**src/rtl/hook_grab_scheduler_pkg.sv**
```systemverilog
// hook_pkg: shared hook state encoding and retract speed constants
package hook_pkg;

    typedef enum logic [2:0] {
        SWING       = 3'd0,
        SHOOT       = 3'd1,
        PULL_LOADED = 3'd2,
        PULL_EMPTY  = 3'd3,
        DELIVER     = 3'd4
    } hook_state_t;

    localparam logic [3:0] SPEED_FAST = 4'd8;
    localparam logic [3:0] SPEED_SLOW = 4'd2;

endpackage

```
**src/rtl/hook_grab_scheduler_if.sv**
```systemverilog
// hook_grab_scheduler_if: pixel requests, motion commands and grab results around the hook scheduler
interface hook_grab_scheduler_if #(
    parameter int N_OBJ = 8
);
    import hook_pkg::*;

    logic                       startOfFrame;
    logic                       shoot_key;
    logic                       hook_at_home;
    logic                       drawing_request_hook;
    logic                       drawing_request_boarders;
    logic [N_OBJ-1:0]           drawing_request_objects;
    logic [N_OBJ-1:0]           obj_heavy;
    hook_state_t                hook_state;
    logic                       swing_en;
    logic                       extend;
    logic                       retract;
    logic [3:0]                 retract_speed;
    logic                       grabbed_valid;
    logic [$clog2(N_OBJ)-1:0]   grabbed_idx;
    logic [N_OBJ-1:0]           obj_remove_pulse;
    logic                       score_pulse;

    modport master (
        output startOfFrame, shoot_key, hook_at_home, drawing_request_hook,
               drawing_request_boarders, drawing_request_objects, obj_heavy,
        input  hook_state, swing_en, extend, retract, retract_speed,
               grabbed_valid, grabbed_idx, obj_remove_pulse, score_pulse
    );

    modport slave (
        input  startOfFrame, shoot_key, hook_at_home, drawing_request_hook,
               drawing_request_boarders, drawing_request_objects, obj_heavy,
        output hook_state, swing_en, extend, retract, retract_speed,
               grabbed_valid, grabbed_idx, obj_remove_pulse, score_pulse
    );

endinterface

```
**src/rtl/hook_grab_scheduler_arbiter.sv**
```systemverilog
// hook_grab_arbiter: picks one grab winner from the per-frame hit vector; HOOK_ROUND_ROBIN_EN rotates the search start
module hook_grab_arbiter #(
    parameter int N_OBJ = 8
) (
`ifdef HOOK_ROUND_ROBIN_EN
    input  logic [$clog2(N_OBJ)-1:0] ptr,
`endif
    input  logic [N_OBJ-1:0]         req,
    output logic [$clog2(N_OBJ)-1:0] idx,
    output logic                     valid
);
    localparam int IW = $clog2(N_OBJ);

    // first requester met while scanning upward from the search start, wrapping past the top
    always_comb begin
        idx = '0;
        valid = 1'b0;
        for (int k = 0; k < N_OBJ; k++) begin
`ifdef HOOK_ROUND_ROBIN_EN
            if (!valid && req[IW'((int'(ptr) + k) % N_OBJ)]) begin
                idx = IW'((int'(ptr) + k) % N_OBJ);
`else
            if (!valid && req[IW'(k)]) begin
                idx = IW'(k);
`endif
                valid = 1'b1;
            end
        end
    end

endmodule

```
**src/rtl/hook_grab_scheduler.sv**
```systemverilog
// hook_grab_scheduler: frame-synchronous hook sequencer with grab arbitration; HOOK_ROUND_ROBIN_EN selects round-robin grabs
module hook_grab_scheduler #(
    parameter int         N_OBJ            = 8,
    parameter int         MAX_SHOOT_FRAMES = 90,
    parameter logic [3:0] SPEED_FAST       = hook_pkg::SPEED_FAST,
    parameter logic [3:0] SPEED_SLOW       = hook_pkg::SPEED_SLOW
) (
    input logic                  clk,
    input logic                  resetN,
    hook_grab_scheduler_if.slave bus
);
    localparam int IW = $clog2(N_OBJ);
    localparam int CW = $clog2(MAX_SHOOT_FRAMES + 1);
    localparam logic [CW-1:0] CNT_LAST = CW'(MAX_SHOOT_FRAMES - 1);

    hook_pkg::hook_state_t state, state_n;
    logic [CW-1:0]    cnt, cnt_n;
    logic [N_OBJ-1:0] hit_acc, remove, remove_n;
    logic             border_acc, grab_valid, valid_n, score, score_n;
    logic             swing, ext, ret, win_valid;
    logic [3:0]       speed;
    logic [IW-1:0]    grab_idx, idx_n, win_idx;

`ifdef HOOK_ROUND_ROBIN_EN
    logic [IW-1:0] rr_ptr;

    // search start moves just past each grabbed object so the next shot favours the following index
    always_ff @(posedge clk or negedge resetN)
        if (!resetN)
            rr_ptr <= '0;
        else if (bus.startOfFrame && state == hook_pkg::SHOOT && win_valid)
            rr_ptr <= (win_idx == IW'(N_OBJ - 1)) ? '0 : win_idx + IW'(1);
`endif

    hook_grab_arbiter #(.N_OBJ(N_OBJ)) u_arb (
`ifdef HOOK_ROUND_ROBIN_EN
        .ptr   (rr_ptr),
`endif
        .req   (hit_acc),
        .idx   (win_idx),
        .valid (win_valid)
    );

    // per-frame overlap memory; a hit in the startOfFrame cycle already belongs to the new frame
    always_ff @(posedge clk or negedge resetN)
        if (!resetN) begin
            hit_acc <= '0;
            border_acc <= 1'b0;
        end else begin
            hit_acc <= (bus.startOfFrame ? '0 : hit_acc) | ({N_OBJ{bus.drawing_request_hook}} & bus.drawing_request_objects);
            border_acc <= (bus.startOfFrame ? 1'b0 : border_acc) | (bus.drawing_request_hook & bus.drawing_request_boarders);
        end

    // frame decisions: only startOfFrame cycles move the hook, using last frame's overlaps
    always_comb begin
        state_n = state;
        cnt_n = cnt;
        valid_n = grab_valid;
        idx_n = grab_idx;
        remove_n = '0;
        score_n = 1'b0;
        if (bus.startOfFrame)
            case (state)
                hook_pkg::SWING:
                    if (bus.shoot_key) begin
                        state_n = hook_pkg::SHOOT;
                        cnt_n = '0;
                    end
                hook_pkg::SHOOT: begin
                    cnt_n = cnt + CW'(1);
                    if (win_valid) begin
                        state_n = hook_pkg::PULL_LOADED;
                        valid_n = 1'b1;
                        idx_n = win_idx;
                    end else if (border_acc || cnt == CNT_LAST)
                        state_n = hook_pkg::PULL_EMPTY;
                end
                hook_pkg::PULL_LOADED:
                    if (bus.hook_at_home) begin
                        state_n = hook_pkg::DELIVER;
                        remove_n = N_OBJ'(1) << grab_idx;
                        score_n = 1'b1;
                    end
                hook_pkg::PULL_EMPTY:
                    if (bus.hook_at_home)
                        state_n = hook_pkg::SWING;
                hook_pkg::DELIVER: begin
                    state_n = hook_pkg::SWING;
                    valid_n = 1'b0;
                end
                default: state_n = hook_pkg::SWING;
            endcase
    end

    // state, grab record and motion commands all register together, one cycle after the deciding frame edge
    always_ff @(posedge clk or negedge resetN)
        if (!resetN) begin
            state <= hook_pkg::SWING;
            cnt <= '0;
            grab_valid <= 1'b0;
            grab_idx <= '0;
            remove <= '0;
            score <= 1'b0;
            swing <= 1'b1;
            ext <= 1'b0;
            ret <= 1'b0;
            speed <= SPEED_FAST;
        end else begin
            state <= state_n;
            cnt <= cnt_n;
            grab_valid <= valid_n;
            grab_idx <= idx_n;
            remove <= remove_n;
            score <= score_n;
            swing <= state_n == hook_pkg::SWING;
            ext <= state_n == hook_pkg::SHOOT;
            ret <= state_n == hook_pkg::PULL_LOADED || state_n == hook_pkg::PULL_EMPTY;
            speed <= (state_n == hook_pkg::PULL_LOADED && bus.obj_heavy[idx_n]) ? SPEED_SLOW : SPEED_FAST;
        end

    assign bus.hook_state = state;
    assign bus.swing_en = swing;
    assign bus.extend = ext;
    assign bus.retract = ret;
    assign bus.retract_speed = speed;
    assign bus.grabbed_valid = grab_valid;
    assign bus.grabbed_idx = grab_idx;
    assign bus.obj_remove_pulse = remove;
    assign bus.score_pulse = score;

endmodule
```
**src/flat_wrapper.sv**
```systemverilog
// flat-port wrapper written by rule: the top's interface ports become plain ports
module hook_grab_scheduler_flat 
#(
    parameter int         N_OBJ            = 8,
    parameter int         MAX_SHOOT_FRAMES = 90,
    parameter logic [3:0] SPEED_FAST       = hook_pkg::SPEED_FAST,
    parameter logic [3:0] SPEED_SLOW       = hook_pkg::SPEED_SLOW
)
  (clk, resetN, bus_startOfFrame, bus_shoot_key, bus_hook_at_home, bus_drawing_request_hook, bus_drawing_request_boarders, bus_drawing_request_objects, bus_obj_heavy, bus_hook_state, bus_swing_en, bus_extend, bus_retract, bus_retract_speed, bus_grabbed_valid, bus_grabbed_idx, bus_obj_remove_pulse, bus_score_pulse);
  hook_grab_scheduler_if #(.N_OBJ(N_OBJ)) bus_i ();
  input logic clk;
  input logic resetN;
  input wire logic [$bits(bus_i.startOfFrame)-1:0] bus_startOfFrame;
  input wire logic [$bits(bus_i.shoot_key)-1:0] bus_shoot_key;
  input wire logic [$bits(bus_i.hook_at_home)-1:0] bus_hook_at_home;
  input wire logic [$bits(bus_i.drawing_request_hook)-1:0] bus_drawing_request_hook;
  input wire logic [$bits(bus_i.drawing_request_boarders)-1:0] bus_drawing_request_boarders;
  input wire logic [$bits(bus_i.drawing_request_objects)-1:0] bus_drawing_request_objects;
  input wire logic [$bits(bus_i.obj_heavy)-1:0] bus_obj_heavy;
  output wire logic [$bits(bus_i.hook_state)-1:0] bus_hook_state;
  output wire logic [$bits(bus_i.swing_en)-1:0] bus_swing_en;
  output wire logic [$bits(bus_i.extend)-1:0] bus_extend;
  output wire logic [$bits(bus_i.retract)-1:0] bus_retract;
  output wire logic [$bits(bus_i.retract_speed)-1:0] bus_retract_speed;
  output wire logic [$bits(bus_i.grabbed_valid)-1:0] bus_grabbed_valid;
  output wire logic [$bits(bus_i.grabbed_idx)-1:0] bus_grabbed_idx;
  output wire logic [$bits(bus_i.obj_remove_pulse)-1:0] bus_obj_remove_pulse;
  output wire logic [$bits(bus_i.score_pulse)-1:0] bus_score_pulse;
  assign bus_i.startOfFrame = bus_startOfFrame;
  assign bus_i.shoot_key = bus_shoot_key;
  assign bus_i.hook_at_home = bus_hook_at_home;
  assign bus_i.drawing_request_hook = bus_drawing_request_hook;
  assign bus_i.drawing_request_boarders = bus_drawing_request_boarders;
  assign bus_i.drawing_request_objects = bus_drawing_request_objects;
  assign bus_i.obj_heavy = bus_obj_heavy;
  assign bus_hook_state = bus_i.hook_state;
  assign bus_swing_en = bus_i.swing_en;
  assign bus_extend = bus_i.extend;
  assign bus_retract = bus_i.retract;
  assign bus_retract_speed = bus_i.retract_speed;
  assign bus_grabbed_valid = bus_i.grabbed_valid;
  assign bus_grabbed_idx = bus_i.grabbed_idx;
  assign bus_obj_remove_pulse = bus_i.obj_remove_pulse;
  assign bus_score_pulse = bus_i.score_pulse;
  hook_grab_scheduler #(.N_OBJ(N_OBJ), .MAX_SHOOT_FRAMES(MAX_SHOOT_FRAMES), .SPEED_FAST(SPEED_FAST), .SPEED_SLOW(SPEED_SLOW)) u_core (.clk(clk), .resetN(resetN), .bus(bus_i));
endmodule
```
**config.mk**
```make
export PLATFORM = sky130hd
export DESIGN_NAME = hook_grab_scheduler_flat
export DESIGN_NICKNAME = d
export VERILOG_FILES = /design/src/rtl/hook_grab_scheduler_pkg.sv /design/src/rtl/hook_grab_scheduler_if.sv /design/src/rtl/hook_grab_scheduler_arbiter.sv /design/src/rtl/hook_grab_scheduler.sv /design/src/flat_wrapper.sv
export SDC_FILE = /design/constraint.sdc
export NUM_CORES = 1
export LEC_CHECK = 0
export BUFFER_PORTS_ARGS = -buffer_cell sky130_fd_sc_hd__buf_2
export CORE_MARGIN = 2
export CORE_UTILIZATION = 25
export CTS_CLUSTER_SIZE = 12
export DETAILED_ROUTE_END_ITERATION = 12
export GPL_TIMING_DRIVEN = 0
export SYNTH_ARGS = -nofsm -noshare
export SYNTH_HDL_FRONTEND = slang
export SYNTH_HIERARCHICAL = 1
export SYNTH_SLANG_ARGS = --single-unit
```
**constraint.sdc**
```tcl
create_clock -name clk -period 2.4 [get_ports clk]
set_input_delay 0.6 -clock clk [delete_from_list [all_inputs] [get_ports clk]]
set_output_delay 0.6 -clock clk [all_outputs]
set_load 0.05 [all_outputs]
```
After elaboration in Yosys (flattened, before gate mapping)
Cells that the tools add are included.

Bits in registers: 39. Output and inout bits: 23. Bits of input ports: 23.

Bitwise logic cells: 4. Magnitude comparators: 1. Multiplexer cells: 32. Reduce and logical (&&, ||, !) cells: 15. Add/sub/neg operators: 1. Shift operators: 1. Eq/ne operators: 10.

Operators by type and width (count): 2-to-1 mux 3 bit (11); 2-to-1 mux 8 bit (4); one-hot mux 7 bit (2 select lines) (1); equality test 3 x 2 -> 1 bit (second input constant) (4); one-hot mux 3 bit (4 select lines) (1); 2-to-1 mux 1 bit (11); AND 8 bit (1); bitwise OR 8 bit (1); << shifter 1 x 3 -> 8 bit (first input constant) (1); adder 7 x 1 -> 7 bit (second input constant) (1); equality test 7 bit (second input constant) (1); 2-to-1 mux 7 bit (1); equality test 3 x 1 -> 1 bit (second input constant) (2); zero test 3 bit (2); AND reduction 3 bit (2); logical AND 1 bit (4); less-than comparator 3 x 4 -> 1 bit (second input constant) (1); 2-to-1 mux 4 bit (1); inequality test 2 bit (second input constant) (2); nonzero test 2 bit (2); binary-select mux 1 bit (select 3 bit) (1); equality test 3 bit (second input constant) (1); zero test 1 bit (3); logical OR 1 bit (2); 3 further kinds (3).

Longest topological paths before layout
Depth after elaboration: 17. Mapped depth: 7. Depth with buffers taken out: 7.

By module
Netlist, hierarchy kept.

By module, submodules not included: hook_grab_scheduler (area each 1610.3 um^2, cells each 141, times used 1); hook_grab_arbiter (area each 46.3 um^2, cells each 9, times used 1).

Least setup slack after synthesis
Ideal clock, no wire load.

Kind: register to register. Start point: reg u_core.state[2], in the netlist u_core/bus.hook_state[2]. End point: reg u_core.speed[3], in the netlist u_core/bus.retract_speed[3]. Setup slack: 0.137 ns. Setup time: 0.080 ns. Buffers on the path: 1. Stages on the path, launching flop included: 7. Period minus slack after synthesis: 2.263 ns. Data arrival time: 2.183 ns. Cell sequence: dfrtp_1 > buf_6 > nand4bb_2 > nor2_1 > mux2_2 > or4b_4 > o22a_1.

Longest elaborated chain between the ends: 7.

Ends and longest elaborated chain: start: declaration (line hook_grab_scheduler.sv:16) `hook_pkg::hook_state_t state, state_n;`; start signal: assignment (line hook_grab_scheduler.sv:98) `state <= hook_pkg::SWING;`; start signal: assignment (line hook_grab_scheduler.sv:109) `state <= state_n;`; equality test 3 x 1 -> 1 bit (line hook_grab_scheduler.sv:63) `case (state)`; 2-to-1 mux 3 bit (line hook_grab_scheduler.sv:63); 2-to-1 mux 3 bit (line hook_grab_scheduler.sv:62) `if (bus.startOfFrame)`; via u_core.idx_n[2] (line hook_grab_scheduler.sv:22) `logic [IW-1:0] grab_idx, idx_n, win_idx;`; binary-select mux 1 bit (select 3 bit) (line hook_grab_scheduler.sv:118) `speed <= (state_n == hook_pkg::PULL_LOADED && bus.obj_heavy[idx_n]) ? SPEED_SLOW : SPEED_FAST;`; 2-to-1 mux 1 bit (implied by the code) (line hook_grab_scheduler.sv:118); logical AND 1 bit (line hook_grab_scheduler.sv:118); 2-to-1 mux 4 bit (line hook_grab_scheduler.sv:118); end signal: assignment (line hook_grab_scheduler.sv:118); end: declaration (line hook_grab_scheduler.sv:21) `logic [3:0] speed;`.

The timed path passes the listed nets, and every way through them passes these cells. The select of a mux whose other input is x is not followed. A chain may end at the register's enable or synchronous reset.

Worst setup path in the final report
Ends and elaborated chain as after synthesis.

==> impl_metrics.sql <==
INSERT INTO impl_metrics (metric_group, metric, value, unit) VALUES
('outcome', 'run_status', 'finished clean', ''),
('routing', 'vias', '1183', ''),
('clock_tree', 'cts.clk_slew.worst_paths', '70', 'ps'),
('sta', 'worst_slack_on_hold_paths', '365', 'ps'),
('global_routing', 'number_of_global_route_vias_before_repair', '1185', ''),
('routing', 'via_per_inst', '4.48', ''),
('pwr', 'powerDensity', '1160', 'nW/um2'),
('sta', 'fmaxAchievable', '467', 'MHz'),
('sta', 'totalNegativeSetupSlack', '0', 'ps'),
('worst_setup_path', 'setup.worst_path.end_class', 'flop', ''),
('routing', 'drc', '0', ''),
('yosys', 'post_synthesis_cell_area', '1520', 'um2'),
('clock_tree', 'cts_sinks', '33', ''),
('clock_tree', 'worstSkewPairLatency', '280', 'ps'),
('yosys', 'syn-mean-instance-area', '10.7', 'um2'),
('finish', 'flow.area_growth_from_synthesis', '26.6', '%'),
('floorplan', 'core_area', '5890', 'um2'),
('global_routing', 'maximum_number_of_pins_on_one_net_before_global_route_repair', '34', ''),
('pwr', 'ir_worst_vdd', '448', 'uV'),
('floorplan', 'top_level_ports', '46', ''),
('worst_setup_path', 'rrSetupSlack', '260', 'ps'),
('worst_setup_path', 'cp_slowest_cell', 'sky130_fd_sc_hd__or4b_4', ''),
('routing', 'drt-pass1-iter-count', '4', ''),
('sta', 'min_period_over_period', '89.2', '%'),
('clock_tree', 'clock_tree.root_cell', 'sky130_fd_sc_hd__clkbuf_8', ''),
('finish', 'nNetsFinal', '213', ''),
('min_path', 'holdCritPathClass', 'input pin to async pin', ''),
('clock_tree', 'tritoncts.num_buffers', '5', ''),
('global_routing', 'global_route.overflow_total', '0', ''),
('floorplan', 'start_util', '25.9', '%'),
('clock_tree', 'cts_hold_buf', '0', ''),
('run', 'max-cap-violations', '0', ''),
('sta', 'final-hold-violation-count', '0', ''),
('routing', 'routed_wl', '3320', 'um'),
('floorplan', 'die-height', '82.0', 'um'),
('clock_tree', 'cts_post_setup_buffers_inserted', '0', ''),
('yosys', 'yosys_warnings', '6', ''),
('sta', 'slew_headroom', '45.2', '%'),
('placement', 'place_hpwl', '2440', 'um'),
('worst_setup_path', 'path_max_fanout', '8', ''),
('placement', 'io_buffers', '38', ''),
('sta', 'timing.final.max_slew_violations', '0', ''),
('finish', 'insertedDiodeCount', '0', ''),
('worst_setup_path', 'data_required_critical_path', '2620', 'ps'),
('worst_setup_path', 'worst_setup_path_class', 'flop to flop', ''),
('clock_tree', 'number_of_h_tree_levels', '2', ''),
('global_routing', 'antenna_found_initial', '0', ''),
('sta', 'final-setup-viol-count', '0', ''),
('finish', 'design_area', '1930', 'um2'),
('placement', 'placed_cell_area', '1810', 'um2'),
('global_routing', 'track_usage', '11.6', '%'),
('worst_setup_path', 'reg2reg_to', 'u_core/bus.retract_speed[3]$_DFF_PN1_', ''),
('routing', 'routed_wire_length_per_instance', '12.6', 'um'),
('floorplan', 'floorplan.die.width', '82.0', 'um'),
('sta', 'max_slew.worst_pin.slew', '820', 'ps'),
('global_routing', 'first_pass_grt_wire_length', '5630', 'um'),
('sta', 'post-route-worst-setup-slack', '260', 'ps'),
('placement', 'pre_cts_slack', '115', 'ps'),
('sta', 'clock_skew', '3.20', 'ps'),
('worst_setup_path', 'worstPathCellList', 'buf_6, nand4bb_2, nor2_1, mux2_2, or4b_4, o22a_1', ''),
('sta', 'final.min_clock_period', '2140', 'ps'),
('routing', 'antenna_violating_nets_post_route', '0', ''),
('finish', 'post_route_cells_drive_above_1_share', '33.9', '%'),
('pwr', 'report.power.total', '0.00224', 'W'),
('yosys', 'synthesis.instances', '142', ''),
('worst_setup_path', 'timing.rr.start', 'u_core/bus.hook_state[2]$_DFF_PN0_', ''),
('worst_setup_path', 'critPathLaunchType', 'flop', ''),
('worst_setup_path', 'highest_cell_delay_on_the_worst_timing_path', '510', 'ps'),
('pwr', 'static-leakage-power', '0.954', 'nW'),
('worst_setup_path', 'rr_worst_depth', '6', ''),
('sta', 'grt_setup_unrepaired', 'no', ''),
('clock_tree', 'cts_tree', 'done', ''),
('floorplan', 'dieArea', '6730', 'um2'),
('floorplan', 'rows', '28', ''),
('worst_setup_path', 'cp_data_arrival_time', '2360', 'ps'),
('placement', 'gp_congestion', '0.723', ''),
('clock_tree', 'cts_repair_resize_count', '0', ''),
('routing', 'drt_first_iter_violations', '63', ''),
('clock_tree', 'cts_buffer_depth', '2', '');
-- how the worst max path moves through the flow --
stage,start,end,depth (start not counted)
finish,u_core/bus.hook_state[2]$_DFF_PN0_,u_core/bus.retract_speed[3]$_DFF_PN1_,6
global route,u_core/bus.hook_state[2]$_DFF_PN0_,u_core/bus.retract_speed[3]$_DFF_PN1_,6
CTS,u_core/bus.hook_state[2]$_DFF_PN0_,u_core/bus.retract_speed[3]$_DFF_PN1_,6
detailed placement,bus_startOfFrame,u_core/bus.retract_speed[3]$_DFF_PN1_,6
global placement,bus_startOfFrame,u_core/bus.retract_speed[3]$_DFF_PN1_,6
floorplan,u_core/bus.hook_state[2]$_DFF_PN0_,u_core/bus.retract_speed[3]$_DFF_PN1_,6
-- layout by cell type (no fill, tap or decap), types with 2 or more instances in the layout --
cell type                   n
sky130_fd_sc_hd__o22ai_1    2
sky130_fd_sc_hd__clkbuf_1   2
sky130_fd_sc_hd__a32o_1     2
sky130_fd_sc_hd__dfrtp_1   31
sky130_fd_sc_hd__ha_1       2
sky130_fd_sc_hd__conb_1     3
sky130_fd_sc_hd__dfstp_2    2
sky130_fd_sc_hd__nand2_1   10
sky130_fd_sc_hd__a22o_1     6
sky130_fd_sc_hd__buf_2     38
sky130_fd_sc_hd__and3_1     3
sky130_fd_sc_hd__nor2_1    16
sky130_fd_sc_hd__inv_2      2
sky130_fd_sc_hd__a311oi_1   2
sky130_fd_sc_hd__nand4_1    4
sky130_fd_sc_hd__nor3_1     6
sky130_fd_sc_hd__nand2b_1   5
sky130_fd_sc_hd__nand3_1    3
sky130_fd_sc_hd__a21oi_1    2
sky130_fd_sc_hd__xor2_1     4
sky130_fd_sc_hd__buf_6      2
sky130_fd_sc_hd__buf_4      3
sky130_fd_sc_hd__clkbuf_8   6
sky130_fd_sc_hd__inv_1      5
sky130_fd_sc_hd__o21ai_0    8
-- cell type report --
type,instances,area [um2]
Clock buffer,7,86.3
Clock inverter,1,30.0
Fill cell,636,3960
Inverter,7,26.3
Multi-Input combinational cell,97,622
Sequential cell,33,828
Tap cell,75,93.8
Buffer,6,48.8
Timing Repair Buffer,38,190
-- stage by stage --
| stage | utilization, % | cells |
|---|---|---|
| final | 32.7 | 264 |
| after global routing | 32.7 | 264 |
| after CTS | 32.7 | 264 |
| after detailed placement | 30.7 | 256 |
| after global placement | 30.7 | 256 |
| after floorplan | - | 143 |
-- where the power goes --
group | leakage, nW | switching (W) | internal [W]
logic | 0.465 | 0.000625 | 0.000284
registers | 0.430 | 0.000109 | 0.000685
clock network | 0.0585 | 0.000201 | 0.000338
total | 0.954 | 0.000935 | 0.00131
-- worst max-delay path, delay by kind of cell (launching register included) --
kind	cells	cell delay [ps]
mux	1	370
buf+inv	1	140
flops	1	390
compound gates	1	190
simple gates	3	990
-- state kept, by name, indices dropped and copies added, names as in the netlist --
| register | count |
|---|---|
| u_core/bus.obj_remove_pulse | 8 |
| u_core/cnt | 7 |
| u_core/hit_acc | 4 |
| u_core/bus.grabbed_idx | 3 |
| u_core/bus.hook_state | 3 |
| u_core/bus.retract_speed | 2 |
| u_core/border_acc | 1 |
| u_core/bus.extend | 1 |
| u_core/bus.grabbed_valid | 1 |
| u_core/bus.retract | 1 |
| u_core/bus.score_pulse | 1 |
| u_core/bus.swing_en | 1 |
-- per-layer routing --
layer	vias to the layer above	global-route usage, %	wire length [um]
li1	591	-	-
met1	551	15.0	1560
met2	36	17.1	1460
met3	5	3.96	208
met4	0	6.00	80
met5	-	0	0
No activity file was read; power rests on OpenSTA's default activity.
